<file path="config.mk">
export PLATFORM = sky130hd
export DESIGN_NAME = uart_loader
export DESIGN_NICKNAME = d
export VERILOG_FILES = /design/src/rtl/uart_loader_pkg.sv /design/src/rtl/uart_loader.sv
export SDC_FILE = /design/constraint.sdc
export NUM_CORES = 1
export LEC_CHECK = 0
export BUFFER_PORTS_ARGS = -buffer_cell sky130_fd_sc_hd__buf_2
export CAP_MARGIN = 20
export CORE_MARGIN = 2
export CORE_UTILIZATION = 35
export DETAILED_ROUTE_END_ITERATION = 10
export MAX_ROUTING_LAYER = met4
export PLACE_DENSITY_LB_ADDON = 0.12
export SLEW_MARGIN = 10
export SYNTH_ARGS = -nofsm -noshare
export SYNTH_HDL_FRONTEND = slang
export SYNTH_SLANG_ARGS = --single-unit
</file>
<file path="constraint.sdc">
create_clock -name clk -period 5.59 [get_ports clk]
set_clock_uncertainty 0.15 [all_clocks]
set_input_delay 0.2795 -clock clk [delete_from_list [all_inputs] [get_ports clk]]
set_output_delay 0.2795 -clock clk [all_outputs]
set_load 0.1 [all_outputs]
</file>
<file path="src/rtl/uart_loader_pkg.sv">
// Shared constants and FSM encoding for the UART frame loader.
package uart_loader_pkg;

  localparam logic [7:0]  START_BYTE     = 8'hAA;
  localparam logic [7:0]  END_BYTE       = 8'h55;
  localparam logic [31:0] ADDR_CPU_RESET = 32'h0000_5000;
  localparam logic [31:0] ADDR_RESUME    = 32'h0000_5001;
  localparam logic [31:0] ADDR_MASTER    = 32'h0000_5002;

  typedef enum logic [1:0] {
    ST_IDLE = 2'd0,
    ST_ADDR = 2'd1,
    ST_DATA = 2'd2,
    ST_TAIL = 2'd3
  } state_t;

endpackage

</file>
<file path="src/rtl/uart_loader.sv">
// Parses 10-byte UART frames into a memory write or a CPU control-register update,
// with an inter-byte timeout that discards stalled frames.
module uart_loader
  import uart_loader_pkg::*;
#(
  parameter int WIDTH_D        = 32,
  parameter int TIMEOUT_CYCLES = 50000
) (
  input  logic               clk,
  input  logic               reset,
  input  logic [7:0]         rx_data,
  input  logic               rx_valid,
  output logic [31:0]        mem_addr,
  output logic [WIDTH_D-1:0] mem_data,
  output logic               mem_we,
  output logic               cpu_reset,
  output logic               cpu_resume,
  output logic               soc_master,
  output logic               frame_error,
  output logic               busy
);

  localparam int unsigned TW = $clog2(TIMEOUT_CYCLES + 1);
  // Timer value one edge before expiry; reaching it with no byte pending ends the frame.
  localparam logic [TW-1:0] TIMER_LAST = TW'(TIMEOUT_CYCLES - 1);

  state_t             state_r;
  logic [1:0]         cnt_r;
  logic [31:0]        addr_r;
  logic [WIDTH_D-1:0] data_r;
  logic [TW-1:0]      timer_r;

  // Frame FSM, payload assembly, commit decode and timeout, all registered.
  always_ff @(posedge clk or posedge reset) begin
    if (reset) begin
      state_r     <= ST_IDLE;
      cnt_r       <= 2'd0;
      addr_r      <= 32'd0;
      data_r      <= '0;
      timer_r     <= '0;
      mem_addr    <= 32'd0;
      mem_data    <= '0;
      mem_we      <= 1'b0;
      cpu_reset   <= 1'b0;
      cpu_resume  <= 1'b0;
      soc_master  <= 1'b1;
      frame_error <= 1'b0;
      busy        <= 1'b0;
    end else begin
      mem_we      <= 1'b0;
      frame_error <= 1'b0;
      if (rx_valid) begin
        // A byte always beats a coincident timeout.
        timer_r <= '0;
        case (state_r)
          ST_IDLE: begin
            if (rx_data == START_BYTE) begin
              state_r <= ST_ADDR;
              cnt_r   <= 2'd0;
              busy    <= 1'b1;
            end else begin
              state_r <= ST_IDLE;
            end
          end
          ST_ADDR: begin
            addr_r[8*cnt_r +: 8] <= rx_data;
            if (cnt_r == 2'd3) begin
              state_r <= ST_DATA;
              cnt_r   <= 2'd0;
            end else begin
              cnt_r <= cnt_r + 2'd1;
            end
          end
          ST_DATA: begin
            // Bytes beyond the memory width are simply not stored.
            for (int i = 0; i < WIDTH_D / 8; i++) begin
              if (cnt_r == 2'(i)) begin
                data_r[8*i +: 8] <= rx_data;
              end
            end
            if (cnt_r == 2'd3) begin
              state_r <= ST_TAIL;
              cnt_r   <= 2'd0;
            end else begin
              cnt_r <= cnt_r + 2'd1;
            end
          end
          ST_TAIL: begin
            state_r <= ST_IDLE;
            cnt_r   <= 2'd0;
            busy    <= 1'b0;
            if (rx_data == END_BYTE) begin
              mem_addr <= addr_r;
              mem_data <= data_r;
              case (addr_r)
                ADDR_CPU_RESET: cpu_reset  <= data_r[0];
                ADDR_RESUME:    cpu_resume <= data_r[0];
                ADDR_MASTER:    soc_master <= data_r[0];
                default:        mem_we     <= 1'b1;
              endcase
            end else begin
              frame_error <= 1'b1;
            end
          end
          default: begin
            state_r <= ST_IDLE;
            cnt_r   <= 2'd0;
            busy    <= 1'b0;
          end
        endcase
      end else if (state_r != ST_IDLE) begin
        if (timer_r == TIMER_LAST) begin
          state_r     <= ST_IDLE;
          cnt_r       <= 2'd0;
          timer_r     <= '0;
          busy        <= 1'b0;
          frame_error <= 1'b1;
        end else begin
          timer_r <= timer_r + 1'b1;
        end
      end else begin
        timer_r <= '0;
      end
    end
  end

endmodule

</file>
==> reports/summary.txt <==
status -> finished, final reports clean
CTS buffer count -> 17
static leakage -> 3.817 nW
DPL Wire Length -> 9.524 mm
vias per std cell -> 5.137
Main synth FF type -> dfrtp_1
Initial Util -> 0.3536
register area share after synthesis -> 0.6133
Synth Area in Simple Gates -> 0.08240
Critical Path Start -> state_r[1]$_DFFE_PP0P_
worst-path maximum fanout -> 9
row count -> 49
post-synth net total -> 470
Sequential Area -> 3855 sq um
Cell Pwr Density -> 358.7 nW/um^2
largest net degree at the start of global routing -> 99
die area -> 19,050 sq um
buffers added on ports -> 80
Fillers -> 1,679
worst hold start -> rx_valid
Resize count post-CTS -> 0
Syn Area/Cell -> 14.03 sq um
Placer Congestion -> 0.8051
Slew HR -> 0.4073
Area Overhead vs Synth -> 20.24%
vias in the first global route -> 4,350
total negative slack -> 0 ns
final worst path period share -> 0.4409
Die Y -> 138.0 um
clock sink count -> 154
Layout Nets -> 556
initial antenna violation count -> 0
Post-CTS Setup Bufs -> 0
first-pass GRT wire length -> 23.81 mm
Worst R2R Path Depth -> 5
unique cell type count in the Yosys netlist -> 44
Compound-Gate Fraction of Synth Area -> 0.06628
Worst setup EP type -> flip-flop
CTS tree -> done
clk root buf -> clkbuf_16
Final Hold Fails -> 0
io pins -> 81
worst-margin pin slew -> 0.8891 ns
Min-Delay Path Depth -> 3
cts hold-fix bufs -> 1
Syn Inst Count -> 448
Congestion Overflow GR -> 0
H-tree levels -> 4
startpoint types -> flip-flop
ys async rst share -> 1.000
core area -> 17,780 sq um
most common cell after layout, fill and taps aside -> dfrtp_1
Post-Synth XOR/XNOR Area -> 0.01533
fmax -> 405.7 MHz
Setup-failing EPs final -> 0
Post-synth EDFFs -> 0
wire length per cell -> 18.43 um
antenna-violating nets left -> 0
drc violations -> 0
Worst R2R Start -> state_r[1]$_DFFE_PP0P_
Post-Syn Area -> 6286 sq um
share of layout cells above drive strength 1 -> 0.4150
RSZ-0062 raised after global routing -> false
Clock Latency Late Sink -> 0.43 ns
register bit count reported by yosys -> 154
Crit Path Class -> reg -> reg
post-synthesis mux area share -> 0.1791
WP data arrival -> 2.67 ns
clk buf depth -> 2
clk slew on worst S/H paths -> 0.06 ns
GRT Resource Usage Total -> 0.1645
Peak supply drop -> 204.4 uV
Worst R2R Setup Slack -> 3.13 ns
Adder-Cell Fraction of Synth Area -> 0.02189
final max-slew violation count -> 0
area of the multi-input gates -> 2295 sq um
largest family of logic cells by synthesized area -> multiplexers
min cycle time layout -> 2.465 ns
# diodes -> 0
final WL -> 14.30 mm
commonest non-fill, non-tap cells in the layout -> dfrtp_1, mux2_2, buf_2, a22o_1, nor2_1
DR iter-0 viols -> 163
Hold Path Class -> in -> reg
Synth warnings -> 0
vias -> 3,986
maxcap violations -> 0
final core occ -> 0.4251
Req. time, crit path -> 5.79 ns
First-pass DRT Iterations -> 4
Die W -> 138.0 um
## critical path, cell delays in order (launching register included)
cell	delay (ns)
dfrtp_1	0.41
inv_1	0.11
ha_1	0.32
nand3_1	0.37
nor4b_2	0.80
a22o_1	0.23
## report_power, final
| part | switching [W] | internal [W] |
|---|---|---|
| Sequential | 0.0000613 | 0.00120 |
| Clock | 0.000484 | 0.000709 |
| Combinational | 0.000148 | 0.000109 |
| Total | 0.000694 | 0.00202 |
## per-stage QoR
stage,hold WS (ns),instance area (sq um),setup WS (ns),std cells,total power [W]
final,0.1565,7559,3.125,776,0.002712
after global routing,0.1667,7559,2.804,776,0.002828
after CTS,0.1335,7553,3.041,775,0.002741
after detailed placement,0.3367,6933,3.068,742,0.001540
after global placement,0.3305,6913,2.967,740,0.001528
after floorplan,0.3049,6286,1.012,448,0.001460
## path summary, 6_finish.rpt
path | end
min | busy$_DFFE_PP0P_
max in group asynchronous | mem_addr[23]$_DFFE_PP0P_
max reg2reg | addr_r[3]$_DFFE_PP0P_
min in group asynchronous | mem_data[28]$_DFFE_PP0P_
max | addr_r[3]$_DFFE_PP0P_
min reg2reg | timer_r[0]$_DFF_PP0_
## area by class of cell
cell class                      instances  share of cell area
Timing Repair Buffer                   87             0.06059
Sequential cell                       154              0.5100
Tap cell                              229             0.03791
Multi-Input combinational cell        261              0.3036
Clock buffer                           17             0.05628
Clock inverter                         15             0.02450
Inverter                               13            0.007118
## cells by family after synthesis
logic type / after synthesis
XOR/XNOR: 11
buffers and inverters: 33
flip-flops: 154
multiplexers: 100
AO/OA/AOI/OAI: 52
adder cells (fa/ha/maj): 11
AND/OR/NAND/NOR: 87
## flip-flops by register name, summed over array words and instances, names as in the netlist, 2 cells and up
signal,cells
mem_data,32
state_r,2
mem_addr,32
cnt_r,2
timer_r,16
addr_r,32
data_r,32
## synth_stat cells, types with 5 or more instances
cell      count  area [sq um]
nand4_1       5         31.28
xnor2_1      10         87.58
nand3_1      14         70.07
ha_1         11         137.6
nor2_1       20         75.07
inv_1        13         48.80
dfrtp_1     153          3829
nor4_1       14         87.58
buf_2        10         50.05
a22o_1       32         280.3
mux2_2      100          1126
clkbuf_1      9         33.78
nand2_1       7         26.28
## layer usage
| layer | track usage | wire, um | vias to the layer above |
|---|---|---|---|
| met2 | 0.2421 | 6477 | 98 |
| li1 | - | - | 1823 |
| met4 | 0.06982 | 358 | 0 |
| met3 | 0.04815 | 789 | 19 |
| met5 | - | 0 | - |
| met1 | 0.2130 | 6677 | 2046 |
No activity file was read; power rests on OpenSTA's default activity.
